<file path="src/rtl/biquad_filter_mc.sv">
// Multi-channel direct-form-I biquad built around one shared multiplier.
// Each sample takes five MAC cycles and one output cycle.
module biquad_filter_mc #(
  parameter int DATA_W   = 8,
  parameter int COEF_W   = 16,
  parameter int FRAC     = 14,
  parameter int CHANNELS = 2,
  localparam int CH_W    = (CHANNELS > 1) ? $clog2(CHANNELS) : 1
) (
  input  logic                     clk,
  input  logic                     rst,
  input  logic signed [DATA_W-1:0] x,
  input  logic [CH_W-1:0]          in_ch,
  input  logic                     in_valid,
  output logic                     in_ready,
  output logic signed [DATA_W-1:0] y,
  output logic [CH_W-1:0]          out_ch,
  output logic                     out_valid,
  output logic                     sat,
  input  logic                     coef_we,
  input  logic [2:0]               coef_addr,
  input  logic [COEF_W-1:0]        coef_wdata,
  input  logic                     hist_clr
);

  localparam int PROD_W = DATA_W + COEF_W;
  localparam int ACC_W  = DATA_W + COEF_W + 3;
  localparam logic signed [ACC_W-1:0]  Y_MAX = ACC_W'((1 << (DATA_W - 1)) - 1);
  localparam logic signed [ACC_W-1:0]  Y_MIN = ~Y_MAX;
  localparam logic signed [COEF_W-1:0] UNITY = COEF_W'(1 << FRAC);

  typedef enum logic [1:0] {IDLE = 2'd0, MAC = 2'd1, OUT = 2'd2} state_t;

  state_t state, state_nx;
  logic [2:0]               mac_idx;
  logic signed [DATA_W-1:0] x_lat;
  logic [CH_W-1:0]          ch_lat;
  logic signed [ACC_W-1:0]  acc;
  logic signed [COEF_W-1:0] b0, b1, b2, a1, a2;
  logic signed [DATA_W-1:0] hx1 [CHANNELS];
  logic signed [DATA_W-1:0] hx2 [CHANNELS];
  logic signed [DATA_W-1:0] hy1 [CHANNELS];
  logic signed [DATA_W-1:0] hy2 [CHANNELS];

  logic                     transfer;
  logic                     ch_ok;
  logic signed [COEF_W-1:0] mul_c;
  logic signed [DATA_W-1:0] mul_d;
  logic                     mul_sub;
  logic signed [PROD_W-1:0] prod;
  logic signed [ACC_W-1:0]  prod_ext;
  logic signed [ACC_W-1:0]  shifted;
  logic signed [DATA_W-1:0] y_clip;
  logic                     sat_clip;

  assign transfer = in_valid && (state == IDLE);
  // Out-of-range channels still flow through the pipeline but never touch history.
  assign ch_ok    = ({{(32 - CH_W){1'b0}}, ch_lat} < 32'(CHANNELS));

  // Next-state logic.
  always_comb begin
    state_nx = state;
    case (state)
      IDLE:    if (transfer) state_nx = MAC; else state_nx = IDLE;
      MAC:     if (mac_idx == 3'd4) state_nx = OUT; else state_nx = MAC;
      OUT:     state_nx = IDLE;
      default: state_nx = IDLE;
    endcase
  end

  // State register and registered ready.
  always_ff @(posedge clk) begin
    if (rst) begin
      state    <= IDLE;
      in_ready <= 1'b1;
    end else begin
      state    <= state_nx;
      in_ready <= (state_nx == IDLE);
    end
  end

  // Shared-multiplier operand select: feed-forward terms add, feedback terms subtract.
  always_comb begin
    mul_c   = '0;
    mul_d   = '0;
    mul_sub = 1'b0;
    if (ch_ok) begin
      case (mac_idx)
        3'd0: begin mul_c = b0; mul_d = x_lat; end
        3'd1: begin mul_c = b1; mul_d = hx1[ch_lat]; end
        3'd2: begin mul_c = b2; mul_d = hx2[ch_lat]; end
        3'd3: begin mul_c = a1; mul_d = hy1[ch_lat]; mul_sub = 1'b1; end
        3'd4: begin mul_c = a2; mul_d = hy2[ch_lat]; mul_sub = 1'b1; end
        default: begin mul_c = '0; mul_d = '0; mul_sub = 1'b0; end
      endcase
    end else begin
      mul_c   = '0;
      mul_d   = '0;
      mul_sub = 1'b0;
    end
  end

  assign prod     = mul_c * mul_d;
  assign prod_ext = {{(ACC_W - PROD_W){prod[PROD_W-1]}}, prod};
  assign shifted  = acc >>> FRAC;

  // Saturate the scaled accumulator to the output range.
  always_comb begin
    y_clip   = '0;
    sat_clip = 1'b0;
    if (!ch_ok) begin
      y_clip   = '0;
      sat_clip = 1'b0;
    end else if (shifted > Y_MAX) begin
      y_clip   = Y_MAX[DATA_W-1:0];
      sat_clip = 1'b1;
    end else if (shifted < Y_MIN) begin
      y_clip   = Y_MIN[DATA_W-1:0];
      sat_clip = 1'b1;
    end else begin
      y_clip   = shifted[DATA_W-1:0];
      sat_clip = 1'b0;
    end
  end

  // Datapath: coefficient bank, history, accumulator and output registers.
  always_ff @(posedge clk) begin
    if (rst) begin
      mac_idx   <= 3'd0;
      x_lat     <= '0;
      ch_lat    <= '0;
      acc       <= '0;
      y         <= '0;
      sat       <= 1'b0;
      out_ch    <= '0;
      out_valid <= 1'b0;
      b0        <= UNITY;
      b1        <= '0;
      b2        <= '0;
      a1        <= '0;
      a2        <= '0;
      for (int i = 0; i < CHANNELS; i++) begin
        hx1[i] <= '0;
        hx2[i] <= '0;
        hy1[i] <= '0;
        hy2[i] <= '0;
      end
    end else begin
      out_valid <= 1'b0;
      case (state)
        IDLE: begin
          if (coef_we) begin
            case (coef_addr)
              3'd0:    b0 <= coef_wdata;
              3'd1:    b1 <= coef_wdata;
              3'd2:    b2 <= coef_wdata;
              3'd3:    a1 <= coef_wdata;
              3'd4:    a2 <= coef_wdata;
              default: ;
            endcase
          end
          if (hist_clr) begin
            for (int i = 0; i < CHANNELS; i++) begin
              hx1[i] <= '0;
              hx2[i] <= '0;
              hy1[i] <= '0;
              hy2[i] <= '0;
            end
          end
          if (transfer) begin
            x_lat   <= x;
            ch_lat  <= in_ch;
            acc     <= '0;
            mac_idx <= 3'd0;
          end
        end
        MAC: begin
          acc     <= mul_sub ? (acc - prod_ext) : (acc + prod_ext);
          mac_idx <= mac_idx + 3'd1;
        end
        OUT: begin
          out_valid <= 1'b1;
          y         <= y_clip;
          sat       <= sat_clip;
          out_ch    <= ch_lat;
          if (ch_ok) begin
            hx2[ch_lat] <= hx1[ch_lat];
            hx1[ch_lat] <= x_lat;
            hy2[ch_lat] <= hy1[ch_lat];
            hy1[ch_lat] <= y_clip;
          end
        end
        default: ;
      endcase
    end
  end

endmodule

</file>
<file path="config.mk">
export PLATFORM = sky130hd
export DESIGN_NAME = biquad_filter_mc
export DESIGN_NICKNAME = d
export VERILOG_FILES = /design/src/rtl/biquad_filter_mc.sv
export SDC_FILE = /design/constraint.sdc
export NUM_CORES = 1
export LEC_CHECK = 0
export CAP_MARGIN = 20
export CORE_UTILIZATION = 61
export DETAILED_ROUTE_END_ITERATION = 6
export GPL_TIMING_DRIVEN = 0
export PLACE_DENSITY = 0.79
export SETUP_SLACK_MARGIN = 0.1
export SLEW_MARGIN = 0
export SYNTH_ARGS = -nofsm -noshare
export SYNTH_HDL_FRONTEND = slang
export SYNTH_SLANG_ARGS = --single-unit
</file>
<file path="constraint.sdc">
create_clock -name clk -period 22 [get_ports clk]
set_clock_uncertainty 0.05 [all_clocks]
set_input_delay 4.4 -clock clk [delete_from_list [all_inputs] [get_ports clk]]
set_output_delay 4.4 -clock clk [all_outputs]
set_load 0.03 [all_outputs]
</file>
==> results.json <==
{
  "cts_setup_buffers": 0,
  "synthArstFlopShare_pct": 0,
  "setup_viol": 0,
  "postSynthCellCount": 1712,
  "num_io_pins": 45,
  "core_um2": 23600,
  "drt-pass1-iter-count": 6,
  "path_common_cell": "fa_1",
  "syn-num-nets": 1926,
  "worst_setup_path_start_kind": "flop",
  "synthFlopType": "dfxtp_1",
  "cts_root_buf": "clkbuf_16",
  "final_cell_mix": "nor2_1 (244), nand2_1 (210), inv_1 (174)",
  "utilization_pct": 69.3,
  "max_stage_delay_ns": 1.18,
  "fmax_mhz": 89.6,
  "required_ns": 22.35,
  "die_area_um2": 24900,
  "rows": 56,
  "rsz0062_at_grt": "false",
  "die_x_um": 158,
  "final_nets": 1995,
  "status": "finished with violations",
  "slew_viol_final": 7,
  "via_count": 12900,
  "dpl.hpwl_um": 29900,
  "worstSetupPathType": "reg -> reg",
  "power_density_nw_per_um2": 66.7,
  "p_comb_share_pct": 30.8,
  "synth-edff-count": 64,
  "ys_top_cells_by_area": "dfxtp_1 (18%), fa_1 (14%), edfxtp_1 (13%)",
  "crit_path_top_delay_cell": "a221oi_1",
  "num_antenna_cells": 0,
  "intPower_mw": 0.686,
  "p_seq_share_pct": 37.3,
  "power_frac_clock_pct": 31.9,
  "fin_crit_ns": 11.16,
  "drt_wl_total_um": 39600,
  "synthToLayoutAreaGrowth_pct": 10.6,
  "leakagePower_nw": 6.82,
  "holdBufCountCts": 0,
  "initial_core_util_pct": 62.7,
  "yosys_warnings": 0,
  "yosysSeqAreaShare_pct": 31.1,
  "cp-end-kind": "flop",
  "cts_buffer_depth": 2,
  "clkLatencyLatePin_ns": 0.46,
  "clkTransAtPathRegs_ns": 0.09,
  "gr-total-overflow": 0,
  "yosysTopAreaCell": "dfxtp_1",
  "ir_drop_mv": 0.0557,
  "worstMarginPinSlew_ns": 1.52,
  "finalSetupTns_ns": 0,
  "violations": "max-slew violations",
  "htree_levels": 4,
  "syn_avg_cell_area_um2": 8.64,
  "grt_use_total_pct": 33.6,
  "drive_gt1_share_pct": 5.85,
  "drt_iter0_drc": 1039,
  "numPortBuffers": 43,
  "period_share_pct": 50.7,
  "die_h_um": 158,
  "netlist_area_um2": 14800,
  "finalHoldViolCount": 0,
  "gp_congestion": 0.952,
  "vias_per_cell": 6.10,
  "path_max_fanout": 10,
  "ys_seq_elements": 198,
  "hp-class": "reg -> reg",
  "relSlewSlack_pct": -1.40,
  "cts_resized": 0,
  "hold_slack_ns": 0.408,
  "antenna_left": 0,
  "wl_per_cell_um": 18.7,
  "arrival_ns": 11.51,
  "maxCapViolCount": 0,
  "cts_tree": "built",
  "swShare_pct": 37.2,
  "cts_sinks": 198,
  "drc": 0,
  "switchingPower_mw": 0.406,
  "grt_max_degree": 32,
  "antenna_found_initial": 1,
  "ys_types": 87,
  "layout_commonest_cell": "nor2_1",
  "grt_pass1_wl_um": 64100,
  "netlist.area_leader.share_pct": 18.1,
  "grt_pass1_vias": 12300,
  "cts_made_buffers": 17
}
[per-layer routing]
| metal | vias up | global-route usage, % | wire, µm |
|---|---|---|---|
| met1 | 6225 | 42.1 | 15500 |
| met5 | - | 0 | 0 |
| met3 | 120 | 5.61 | 3390 |
| met4 | 0 | 13.2 | 1430 |
| li1 | 5903 | - | - |
| met2 | 649 | 57.6 | 19200 |
[worst max-delay path: cells and delay by family, from the launching register on]
| kind | cells | cell delay [ns] |
|---|---|---|
| simple gates | 6 | 1.26 |
| buf+inv | 6 | 1.79 |
| mux | 2 | 0.70 |
| flops | 1 | 0.31 |
| xor+xnor | 2 | 0.59 |
| fa+ha+maj | 6 | 2.89 |
| compound gates | 11 | 3.49 |
[final cells by class]
class	instances	area, µm²
Multi-Input combinational cell	1261	9220
Tap cell	319	399
Fill cell	1860	7240
Buffer	79	347
Timing Repair Buffer	50	495
Clock inverter	15	231
Inverter	174	653
Sequential cell	198	4600
Clock buffer	17	425
[cell usage after synthesis (8+ instances only)]
library cell	count
or2_2	18
a221oi_1	17
o21ai_0	33
nand2_1	210
nor3_1	18
nor2b_1	22
nor2_1	244
xnor2_1	29
dfxtp_1	134
clkbuf_1	63
ha_1	76
xor2_1	21
inv_1	174
nor3b_1	9
nand2b_1	8
mux2i_1	55
a21oi_1	146
o21a_1	19
and2_1	23
and3_1	12
a21o_1	12
nand3_1	23
a22oi_1	20
edfxtp_1	64
o22ai_1	10
fa_1	105
a31oi_1	11
[cell families after synthesis]
| group | Yosys count | synth area share (%) |
|---|---|---|
| flip-flops | 198 | 31.1 |
| adder cells (fa/ha/maj) | 181 | 20.6 |
| AO/OA/AOI/OAI | 337 | 15.1 |
| buffers and inverters | 253 | 6.76 |
| AND/OR/NAND/NOR | 637 | 19.7 |
| multiplexers | 56 | 3.82 |
| XOR/XNOR | 50 | 2.96 |
[final timing paths]
check,from,end,slack (ns),cells after the start
worst max-delay path,flop,acc[26]$_SDFFE_PP0P_,10.84,33
worst min-delay path,b0[6]$_SDFFE_PP0P_,b0[6]$_SDFFE_PP0P_,0.41,2
worst max register to register,flop,acc[26]$_SDFFE_PP0P_,10.84,33
worst min register to register,b0[6]$_SDFFE_PP0P_,b0[6]$_SDFFE_PP0P_,0.41,2
[flip-flops by register name, summed over array words and instances, names as in the netlist, 2 cells and up, named ones only]
signal / count
acc: 27
a1: 16
a2: 16
b0: 16
b1: 16
b2: 16
hx1: 16
hx2: 16
hy1: 16
hy2: 16
x_lat: 8
y: 8
mac_idx: 3
state: 2
[power groups by stage]
stage               Clock [mW]  Combinational, mW  Sequential (mW)
finish                   0.348              0.337            0.407
global route             0.362              0.370            0.409
CTS                      0.348              0.330            0.407
detailed placement           0              0.327            0.415
global placement             0              0.317            0.415
floorplan                    0              0.243            0.412
[through the flow]
step | setup slack [ns] | total power [mW] | cells | cell area, µm²
2_1_floorplan | 13.27 | 0.655 | 1712 | 14800
5_1_grt | 10.44 | 1.14 | 2113 | 16400
6_report | 10.84 | 1.09 | 2113 | 16400
3_5_place_dp | 11.15 | 0.743 | 2080 | 15700
3_3_place_gp | 11.24 | 0.732 | 2074 | 15600
4_1_cts | 11.06 | 1.08 | 2112 | 16400
No activity file was read; power rests on OpenSTA's default activity.
